--- src/rtl/spi_req_arbiter.sv ---
// Shares one spi_module between NUM_REQ requesters. A round-robin pick in IDLE
// latches the winner's config/data, holds the config for SETUP_CYC cycles,
// starts the transfer, waits for completion or timeout, then acks the winner.
module spi_req_arbiter #(
    parameter int unsigned NUM_REQ   = 4,
    parameter int unsigned DATA_W    = 8,
    parameter int unsigned SETUP_CYC = 2,
    parameter int unsigned TIMEOUT   = 1024
) (
    input  logic                        i_sys_clk,
    input  logic                        i_sys_rst,
    input  logic [NUM_REQ-1:0]          i_req,
    input  logic [NUM_REQ*32-1:0]       i_cfg,
    input  logic [NUM_REQ*DATA_W-1:0]   i_wdata,
    output logic [NUM_REQ-1:0]          o_ack,
    output logic [DATA_W-1:0]           o_rdata,
    output logic                        o_err,
    output logic                        o_busy,
    output logic [((NUM_REQ > 1) ? $clog2(NUM_REQ) : 1)-1:0] o_grant_id,
    output logic [31:0]                 o_spi_cfg,
    output logic [DATA_W-1:0]           o_spi_wdata,
    output logic                        o_spi_trans_en,
    input  logic                        i_spi_irq,
    input  logic [DATA_W-1:0]           i_spi_rdata
);

    localparam int unsigned GW = (NUM_REQ > 1) ? $clog2(NUM_REQ) : 1;
    localparam int unsigned CW = 4;
    localparam int unsigned TW = $clog2(TIMEOUT + 1);

    typedef enum logic [2:0] {
        S_IDLE,
        S_CONFIG,
        S_START,
        S_WAIT,
        S_RESP
    } state_t;

    state_t              state_q, state_d;
    logic [CW-1:0]       setup_q, setup_d;
    logic [TW-1:0]       wait_q, wait_d;
    logic [GW-1:0]       ptr_q, ptr_d;
    logic [GW-1:0]       grant_q, grant_d;
    logic [31:0]         cfg_q, cfg_d;
    logic [DATA_W-1:0]   wdata_q, wdata_d;
    logic [DATA_W-1:0]   rdata_q, rdata_d;
    logic                err_q, err_d;
    logic                busy_q, busy_d;
    logic                trans_en_q, trans_en_d;
    logic [NUM_REQ-1:0]  ack_q, ack_d;

    logic [NUM_REQ-1:0]  rot_c;
    logic                win_found_c;
    logic [GW-1:0]       win_off_c;
    logic [GW:0]         win_sum_c;
    logic [GW-1:0]       win_idx_c;

    // Round-robin pick: rotate requests so the search pointer sits at bit 0,
    // take the lowest set bit, then map the offset back to a requester index.
    always_comb begin
        rot_c       = NUM_REQ'({i_req, i_req} >> ptr_q);
        win_found_c = 1'b0;
        win_off_c   = '0;
        for (int j = int'(NUM_REQ) - 1; j >= 0; j--) begin
            if (rot_c[j]) begin
                win_found_c = 1'b1;
                win_off_c   = GW'(j);
            end
        end
        win_sum_c = (GW+1)'(ptr_q) + (GW+1)'(win_off_c);
        win_idx_c = (win_sum_c >= (GW+1)'(NUM_REQ)) ?
                    GW'(win_sum_c - (GW+1)'(NUM_REQ)) : GW'(win_sum_c);
    end

    // Next-state and registered-output values for the transaction FSM.
    always_comb begin
        state_d    = state_q;
        setup_d    = setup_q;
        wait_d     = wait_q;
        ptr_d      = ptr_q;
        grant_d    = grant_q;
        cfg_d      = cfg_q;
        wdata_d    = wdata_q;
        rdata_d    = rdata_q;
        err_d      = err_q;
        trans_en_d = 1'b0;
        ack_d      = '0;

        case (state_q)
            S_IDLE: begin
                if (win_found_c) begin
                    state_d = S_CONFIG;
                    setup_d = CW'(SETUP_CYC);
                    grant_d = win_idx_c;
                    cfg_d   = i_cfg[int'(win_idx_c)*32 +: 32];
                    wdata_d = i_wdata[int'(win_idx_c)*DATA_W +: DATA_W];
                    ptr_d   = (win_idx_c == GW'(NUM_REQ - 1)) ? '0 : win_idx_c + GW'(1);
                end
            end
            S_CONFIG: begin
                if (setup_q <= CW'(1)) begin
                    state_d    = S_START;
                    setup_d    = '0;
                    trans_en_d = 1'b1;
                end else begin
                    setup_d = setup_q - CW'(1);
                end
            end
            S_START: begin
                state_d    = S_WAIT;
                wait_d     = '0;
                trans_en_d = 1'b1;
            end
            S_WAIT: begin
                // Completion beats a timeout landing in the same cycle.
                if (i_spi_irq) begin
                    state_d        = S_RESP;
                    rdata_d        = i_spi_rdata;
                    err_d          = 1'b0;
                    ack_d[grant_q] = 1'b1;
                end else if (wait_q == TW'(TIMEOUT - 1)) begin
                    state_d        = S_RESP;
                    err_d          = 1'b1;
                    ack_d[grant_q] = 1'b1;
                end else begin
                    wait_d     = wait_q + TW'(1);
                    trans_en_d = 1'b1;
                end
            end
            S_RESP: begin
                state_d = S_IDLE;
            end
            default: begin
                state_d = S_IDLE;
            end
        endcase

        busy_d = (state_d != S_IDLE);
    end

    // State and output registers with synchronous reset.
    always_ff @(posedge i_sys_clk) begin
        if (i_sys_rst) begin
            state_q    <= S_IDLE;
            setup_q    <= '0;
            wait_q     <= '0;
            ptr_q      <= '0;
            grant_q    <= '0;
            cfg_q      <= '0;
            wdata_q    <= '0;
            rdata_q    <= '0;
            err_q      <= 1'b0;
            busy_q     <= 1'b0;
            trans_en_q <= 1'b0;
            ack_q      <= '0;
        end else begin
            state_q    <= state_d;
            setup_q    <= setup_d;
            wait_q     <= wait_d;
            ptr_q      <= ptr_d;
            grant_q    <= grant_d;
            cfg_q      <= cfg_d;
            wdata_q    <= wdata_d;
            rdata_q    <= rdata_d;
            err_q      <= err_d;
            busy_q     <= busy_d;
            trans_en_q <= trans_en_d;
            ack_q      <= ack_d;
        end
    end

    assign o_ack          = ack_q;
    assign o_rdata        = rdata_q;
    assign o_err          = err_q;
    assign o_busy         = busy_q;
    assign o_grant_id     = grant_q;
    assign o_spi_cfg      = cfg_q;
    assign o_spi_wdata    = wdata_q;
    assign o_spi_trans_en = trans_en_q;

endmodule

--- config.mk ---
export PLATFORM = sky130hd
export DESIGN_NAME = spi_req_arbiter
export DESIGN_NICKNAME = d
export VERILOG_FILES = /design/src/rtl/spi_req_arbiter.sv
export SDC_FILE = /design/constraint.sdc
export NUM_CORES = 1
export LEC_CHECK = 0
export BUFFER_PORTS_ARGS = -buffer_cell sky130_fd_sc_hd__clkbuf_2
export CORE_ASPECT_RATIO = 0.7
export CORE_MARGIN = 4
export CORE_UTILIZATION = 50
export DETAILED_ROUTE_END_ITERATION = 10
export PLACE_DENSITY = 0.89
export SYNTH_ARGS = -nofsm -noshare
export SYNTH_HDL_FRONTEND = slang
export SYNTH_SLANG_ARGS = --single-unit
--- constraint.sdc ---
create_clock -name i_sys_clk -period 6.85 [get_ports i_sys_clk]
set_input_delay 0.3425 -clock i_sys_clk [delete_from_list [all_inputs] [get_ports i_sys_clk]]
set_output_delay 0.3425 -clock i_sys_clk [all_outputs]
set_load 0.02 [all_outputs]
==> results of run 1 <==
state kept, by name, summed over array words and instances (netlist names), 3 cells and up:
| signal | flops |
|---|---|
| setup_q | 4 |
| o_spi_cfg | 32 |
| o_spi_wdata | 8 |
| wait_q | 11 |
| o_ack | 4 |
| o_rdata | 8 |
| state_q | 3 |
worst max-delay path: stages, from the launching register on:
cell       delay (ns)
dfxtp_1          0.71
inv_1            0.18
nor3b_1          0.24
o21ai_0          0.10
o2111ai_1        0.18
ha_4             0.40
buf_4            0.82
mux2i_1          0.32
nor2_1           0.06
o21ai_0          0.14
o311ai_2         0.15
where the power goes:
| part | internal [mW] | total [mW] | leakage, nW | switching (mW) |
|---|---|---|---|---|
| registers | 0.606 | 0.729 | 0.631 | 0.123 |
| clock network | 0.239 | 0.412 | 0.125 | 0.173 |
| logic | 0.628 | 1.56 | 1.98 | 0.930 |
per-stage QoR:
stage	util (%)	power, mW
6_report	69.0	2.70
5_1_grt	69.0	2.86
4_1_cts	69.0	2.70
3_5_place_dp	66.1	2.28
3_3_place_gp	66.1	2.22
2_1_floorplan	-	1.90
cells by family (layout without fill, tap and decap cells):
family	after synthesis	count (layout)
multiplexers	83	83
XOR/XNOR	7	7
adder cells (fa/ha/maj)	4	4
AND/OR/NAND/NOR	177	177
AO/OA/AOI/OAI	137	137
buffers and inverters	55	259
flip-flops	77	77
cells in the mapped netlist (6+ instances only):
cell / n
dfxtp_1: 77
nor3_1: 8
clkbuf_1: 27
o311ai_1: 29
inv_1: 10
nand2_1: 63
o21ai_0: 44
buf_2: 11
mux2i_1: 82
o311ai_2: 10
nor2_1: 64
a21oi_1: 20
nand3_1: 6
nor3b_1: 7
worst max path at each step:
stage                         from       endpoint  depth (start not counted)
final                     ptr_q[0]  o_spi_cfg[23]                         10
after global routing      ptr_q[0]  o_spi_cfg[26]                          9
after CTS                 ptr_q[0]  o_spi_cfg[26]                          9
after detailed placement  ptr_q[0]  o_spi_cfg[26]                          9
after global placement    ptr_q[0]  o_spi_cfg[31]                          9
after floorplan           ptr_q[0]  o_spi_cfg[16]                         11
cell type report:
cell class,instances,area (µm²),area share [%]
clock buffer,11,233,3.90
clock inverter,3,15.0,0.251
inverter,10,37.5,0.629
multi-input combinational,408,2810,47.0
sequential,77,1540,25.8
tap,120,150,2.51
timing repair buffer,235,1190,19.9
layer usage:
layer	vias up	global-route usage, %	part of all wire [%]
met5	-	0	0
met4	0	9.65	3.1
met3	46	6.46	8.4
met2	222	43.6	50
met1	2293	31.6	39
li1	2376	-	-
==> metrics, run 1 <==
outcome=completed; Die W=122 µm; pre-CTS setup slack=3.40 ns; xor/xnor cell area share of the yosys netlist=1.34%; Crit Path Max Fanout=63; worst-margin pin slew=1.01 ns; Tcrit/Tclk final=51.1%; cell accounting for the most synthesized area=dfxtp_1; synth unique cells=57; area delta synth->final=30.8%; drt first-iter violations=355; Starting Density=52.8%; Crit Path Category=reg2reg; number of diodes=0; pwr dens=452 nW/µm²; hold_sp=i_spi_rdata[0]; mux cell area share after synthesis=18.2%; commonest non-fill, non-tap cells in the layout=clkbuf_2, mux2i_1, dfxtp_1, nor2_1, nand2_1; Worst Hold End=o_rdata[0]; CTS Sinks=77; Yosys reg bits=77; Layout Skew=0.00622 ns; post-synth top area share=33.8%; CP Data Required Time=7.04 ns; post-CTS sizing=0; Clk pin slew, worst setup/hold paths=0.06 ns; fin nets=920; fraction of registers with async set/reset=0%; startpoint types=flip-flop; worst path arrival time=3.69 ns; Die Area=10,700 µm²; number of buffers added on ports=231; RSZ-0062 raised after global routing=no; hold-fix buffers at CTS=0; Worst VDD drop=0.000447 V; Synth Area in Simple Gates=17.4%; Final setup viols=0; WHS Path Cells=3; wire per inst=16.7 µm; Leak=2.74 nW; TritonCTS clock tree=built; die height=88.0 µm; clock buffer depth=2; main combinational cell family by area after synthesis=compound AO/OA/AOI/OAI gates; Num CTS Buffers=9; H-tree levels=3; max-slew violations=0; Critical R2R Launch=ptr_q[0]; Total GRT Usage=25.6%; Ys Warns=0; fill count=688; slack of the critical path=3.35 ns; Setup TNS=0 ns; clock latency on the worst-skew pair=0.34 ns; DRC viols=0; Post-CTS Setup Bufs=0; post-DP HPWL=11,000 µm; R2R Path End=o_spi_cfg[23]; initial antenna violation count=0; Tmin final=3.50 ns; Final Hold Viols=0; worst min path class=in2reg; Core Area=8650 µm²; CP Capture Type=flip-flop; Ports=232; worst hold slack=0.227 ns; Synth Area per Inst=8.45 µm²; Syn Std Cell Area=4570 µm²; GR Overflow Total=0; Finished Layout Cells=864; Post-synth top flop=dfxtp_1; layout cells sized above 1=35.9%; Layout Cell Area excl Fill=5970 µm²; Mapped Cells=540; antenna-violating nets left=0; Max Cap Viol=0; Area contributors post-synth=dfxtp_1, mux2i_1, o311ai_1, nor2_1, nand2_1; Synth Area in Adders=1.10%; f_max=0.286 GHz; Compound-Gate Fraction of Synth Area=23.0%; Routed WL=14,400 µm; first-pass GRT wire length=22,300 µm; Placer Congestion=0.860; number of enable flip-flop cells after synthesis=0; CTS Root Cell=clkbuf_16; Std-Cell Rows=28; Seq/Total Area, Yosys=33.8%; drt first pass iters=4; cell depth of the worst flop-to-flop path=10; Vias/cell=5.71; largest net degree at the start of global routing=80; placed insts=850; routed vias=4,937; Max transition margin=32.8%; Syn Nets=719; vias in the first global route=4,764; R2R setup slack=3.35 ns; commonest non-fill, non-tap cell in the layout=clkbuf_2; instance area at placement=5720 µm²
Note: power is estimated with default switching activity, not from simulation.
==> run 2, diff against run 1 <==
- ABC_AREA: not set -> 1
- CORE_UTILIZATION: 50 -> 46
- PLACE_DENSITY: 0.89 -> 0.83
- clock period: 6.85 -> 3.6 ns (I/O delays scaled with it)
==> metrics, run 2 <==
drt first pass iters=4; drt first-iter violations=279; Post-synth top flop=dfxtp_1; first-pass GRT wire length=22,300 µm; worst min path class=in2reg; clock buffer depth=2; Layout Skew=0.00718 ns; Post-synth top cells=nand2_1, dfxtp_1, nand3_1; Die Area=11,600 µm²; Total GRT Usage=22.8%; post-CTS sizing=0; CP Capture Type=flip-flop; Starting Density=47.1%; fin nets=1,120; largest net degree at the start of global routing=79; Yosys reg bits=77; cell accounting for the most synthesized area=dfxtp_1; Routed WL=13,700 µm; Max transition margin=30.0%; GR Overflow Total=0; DRC viols=0; CP Data Required Time=3.84 ns; CP max stage delay=0.49 ns; RSZ-0062 raised after global routing=no; Vias/cell=5.01; slowest CP cell=nand2_4; Mapped Cells=740; Register Area=1540 µm²; antenna-violating nets left=0; Global Route met3 Usage=3.82%; pwr dens=967 nW/µm²; slack of the critical path=0.794 ns; Leak=3.27 nW; post-synth top area share=33.8%; max-slew violations=0; Post-CTS Setup Bufs=0; Ys Warns=0; Tcrit/Tclk final=78.0%; die height=91.3 µm; switching share of power=51.1%; Tmin final=2.81 ns; cell depth of the worst flop-to-flop path=12; Syn Std Cell Area=4560 µm²; commonest non-fill, non-tap cells in the layout=nand2_1, clkbuf_2, dfxtp_1, nand3_1, nor2_1; Syn Nets=919; Final setup viols=0; M2 GR Usage=39.2%; worst path cell trace=inv_2 -> nand2_1 -> nand3_1 -> nand2_2 -> nand3_1 -> a21boi_0 -> ha_2 -> xor2_1 -> nand2_4 -> nand2_4 -> nand2_1 -> a31oi_1; total power=5.80 mW; CTS Sinks=77; Placer Congestion=0.868; share of power burned in registers=21.4%; routed vias=5,379; Die W=127 µm; H-tree levels=3; CTS Root Cell=clkbuf_16; startpoint types=flip-flop; hold_sp=i_spi_rdata[1]; R2R Path End=o_spi_cfg[0]; post-DP HPWL=10,300 µm; area delta synth->final=31.4%; number of enable flip-flop cells after synthesis=0; Worst Hold End=o_rdata[1]; vias in the first global route=4,900; Final Hold Viols=0; Area contributors post-synth=dfxtp_1, nand2_1, nand3_1, a31oi_1, o21ai_0; met1 usage=29.8%; Layout Cell Area excl Fill=5990 µm²; wire per inst=12.8 µm; Psw=2.96 mW; Synth Area per Inst=6.16 µm²; commonest non-fill, non-tap cell in the layout=nand2_1; Clk pin slew, worst setup/hold paths=0.06 ns; Critical R2R Launch=ptr_q[0]; hold-fix buffers at CTS=0; layout cells sized above 1=28.8%; Core Area=9680 µm²; Std-Cell Rows=30; clock latency on the worst-skew pair=0.33 ns; Comb power frac=61.8%; Seq/Total Area, Yosys=33.8%; crit path buf inv count=1; fill count=962; P_int=2.84 mW; TritonCTS clock tree=built; Crit Path Category=reg2reg; Ports=232; Worst VDD drop=0.000556 V; synth unique cells=30; Largest register FFs=32; worst-margin pin slew=1.05 ns; initial antenna violation count=0; instance area at placement=5670 µm²; worst path arrival time=3.05 ns; GR peak layer=met2; family with the most delay on the worst path=simple AND/OR/NAND/NOR gates; Crit Path Max Fanout=42; Setup TNS=0 ns; f_max=0.356 GHz; R2R setup slack=0.79 ns; number of buffers added on ports=231; count leader, synth=nand2_1; footprint of the multi-input gates=2630 µm²; clock share of power=16.8%; fraction of registers with async set/reset=0%; outcome=completed; WHS Path Cells=3; number of diodes=0; Max Cap Viol=0; Num CTS Buffers=9; pre-CTS setup slack=0.813 ns
run 2: worst reg2reg max path: stages, from the launching register on:
cell and delay [ns]:
dfxtp_1 0.44, inv_2 0.09, nand2_1 0.09, nand3_1 0.08, nand2_2 0.11, nand3_1 0.06, a21boi_0 0.19, ha_2 0.21
xor2_1 0.28, nand2_4 0.35, nand2_4 0.49, nand2_1 0.15, a31oi_1 0.17
run 2: power by group through the flow:
stage / clock network, mW / logic, mW / registers (mW)
2_1_floorplan: 0 / 2.63 / 1.47
5_1_grt: 1.03 / 4.03 / 1.27
6_report: 0.974 / 3.58 / 1.24
3_5_place_dp: 0 / 3.59 / 1.26
4_1_cts: 0.996 / 3.60 / 1.24
3_3_place_gp: 0 / 3.53 / 1.25
run 2: worst max-delay path by stage:
stage	from	endpoint	cells past startpoint
global placement	ptr_q[0]	ptr_q[1]	13
global route	ptr_q[1]	o_spi_wdata[1]	11
CTS	ptr_q[0]	ptr_q[1]	13
finish	ptr_q[0]	o_spi_cfg[0]	12
floorplan	ptr_q[0]	o_spi_cfg[0]	13
detailed placement	ptr_q[0]	ptr_q[1]	13
run 2: layout make-up:
cell class                      count  share of cell area [%]
Clock inverter                      7                    1.61
Timing Repair Buffer              237                    20.3
Inverter                           32                    2.05
Tap cell                          128                    2.67
Sequential cell                    77                    25.7
Clock buffer                        9                    3.76
Multi-Input combinational cell    584                    43.9
run 2: metal layers:
metal  vias up  share of wire, %
li1       2793                 -
met1      2373                45
met2       199                47
met3        14               6.8
met4         0               1.1
met5         -                 0
run 2: metrics by stage:
step	util, %	instances	hold slack [ns]
3_5_place_dp	58.6	1058	0.415
4_1_cts	61.9	1074	0.0680
2_1_floorplan	-	740	0.258
6_report	61.9	1074	0.0776
3_3_place_gp	58.6	1058	0.408
5_1_grt	61.9	1074	0.0906
run 2: cells by family (layout without fill, tap and decap cells):
group	Yosys count	after routing	synth area share (%)
DFF	77	77	33.8
and+or+nand+nor	458	458	41.3
AOI/OAI and AO/OA	114	114	13.8
adders and majority gates	4	4	1.10
xor gates and xnor gates	8	8	1.54
buffers and inverters	79	285	8.48
==> run 3, diff against run 2 <==
- clock period: 3.6 -> 2.6 ns (I/O delays scaled with it)
==> metrics, run 3 (same netlist as run 2, synthesis figures left out) <==
number of diodes=0; RSZ-0062 raised after global routing=no; Tcrit/Tclk final=90.4%; Largest register FFs=32; Clk pin slew, worst setup/hold paths=0.06 ns; Num CTS Buffers=9; Total GRT Usage=22.8%; Leak=3.31 nW; drt first-iter violations=221; DRC viols=0; die height=91.3 µm; Ports=232; worst path arrival time=2.56 ns; Max transition margin=62.1%; utilization after layout=63.1%; Tmin final=2.35 ns; Std-Cell Rows=30; routed vias=5,379; clock buffer depth=2; Placer Congestion=0.863; Crit Path Category=reg2reg; GR Overflow Total=0; wire per inst=12.9 µm; hold-fix buffers at CTS=0; antenna-violating nets left=0; Routed WL=13,900 µm; commonest non-fill, non-tap cell in the layout=nand2_1; Final Hold Viols=0; worst-margin pin slew=0.567 ns; TritonCTS clock tree=built; commonest non-fill, non-tap cells in the layout=nand2_1, clkbuf_2, dfxtp_1, nand3_1, nor2_1; clock latency on the worst-skew pair=0.33 ns; Starting Density=47.1%; outcome=completed; Die Area=11,600 µm²; initial antenna violation count=0; largest net degree at the start of global routing=81; max-slew violations=0; CP Data Required Time=2.80 ns; H-tree levels=3; Crit Path Max Fanout=42; CP Capture Type=flip-flop; vias in the first global route=4,894; drt first pass iters=4; Core Area=9680 µm²; pwr dens=1360 nW/µm²; first-pass GRT wire length=22,200 µm; Setup TNS=0 ns; post-DP HPWL=10,300 µm; area delta synth->final=34.1%; Max Cap Viol=0; worst min path class=in2reg; Vias/cell=4.98; number of buffers added on ports=231; Die W=127 µm; startpoint types=flip-flop; CTS Sinks=77; Layout Cell Area excl Fill=6110 µm²; Final setup viols=0; layout cells sized above 1=29.5%; fin nets=1,126; Worst VDD drop=0.00103 V; CTS Root Cell=clkbuf_16; instance area at placement=5750 µm²; Layout Skew=0.00828 ns; Post-CTS Setup Bufs=0; f_max=0.426 GHz
==> run 3: cell types whose count changed in the layout (fill, tap and decap cells not counted), sizes merged <==
| cell | delta |
|---|---|
| clkinvlp | +1 |
| clkinv | -1 |
| bufinv | -1 |
| clkbuf | +2 |
| buf | +5 |
==> run 3: layout make-up <==
cell class / count / area, µm²
clock buffer: 10 / 239
clock inverter: 6 / 68.8
fill: 967 / 3570
inverter: 32 / 123
multi-input combinational: 584 / 2650
sequential: 77 / 1540
tap: 128 / 160
timing repair buffer: 243 / 1330
==> run 3: what timing repair did <==
action / CTS / global route
cloned: 0 / 1
hold endpoints to repair: 0 / 0
resized for setup: 1 / 6
endpoints found under the setup margin: 1 / 40
==> run 3: metrics by stage <==
stage | hold slack (ns) | setup WS (ns) | power, mW | std cells
CTS | 0.0251 | 0.0204 | 8.18 | 1079
global placement | 0.355 | 0.104 | 6.81 | 1063
detailed placement | 0.365 | -0.00245 | 6.87 | 1063
global route | 0.0379 | 0.0279 | 9.12 | 1080
finish | 0.0299 | 0.250 | 8.32 | 1080
floorplan | 0.208 | 0.544 | 5.68 | 740
==> run 3: metal layers <==
layer / share of wire, % / global-route usage, % / vias to the layer above / routed length, µm
met4: 1.3 / 6.43 / 0 / 183
met2: 48 / 39.3 / 182 / 6640
met3: 7.1 / 5.00 / 17 / 985
met5: 0 / 0 / - / 0
met1: 44 / 28.6 / 2369 / 6080
li1: - / - / 2811 / -
==> run 3: power breakdown <==
group	switching [mW]	internal (mW)	leakage, nW
logic	3.51	1.82	2.53
clock network	0.491	0.776	0.149
registers	0.199	1.53	0.634
total	4.20	4.12	3.31
==> run 3: worst paths after layout <==
path / start / endpoint / slack (ns) / depth (start not counted)
max: ptr_q[0] / ptr_q[1] / 0.25 / 15
min: i_spi_rdata[5] / o_rdata[5] / 0.03 / 3
max reg2reg: ptr_q[0] / ptr_q[1] / 0.25 / 15
min reg2reg: setup_q[1] / setup_q[1] / 0.47 / 2
==> run 3: critical path, stage by stage, from the launching register on <==
cell      delay, ns
dfxtp_2        0.38
inv_2          0.07
nand2_1        0.08
nand3_1        0.08
nand2_2        0.11
nand3_1        0.07
a21boi_0       0.19
ha_2           0.23
xor2_2         0.21
inv_1          0.11
nand3_4        0.19
nand2_8        0.21
nand2_1        0.12
nand2_1        0.05
nor2_1         0.08
nor2_1         0.04
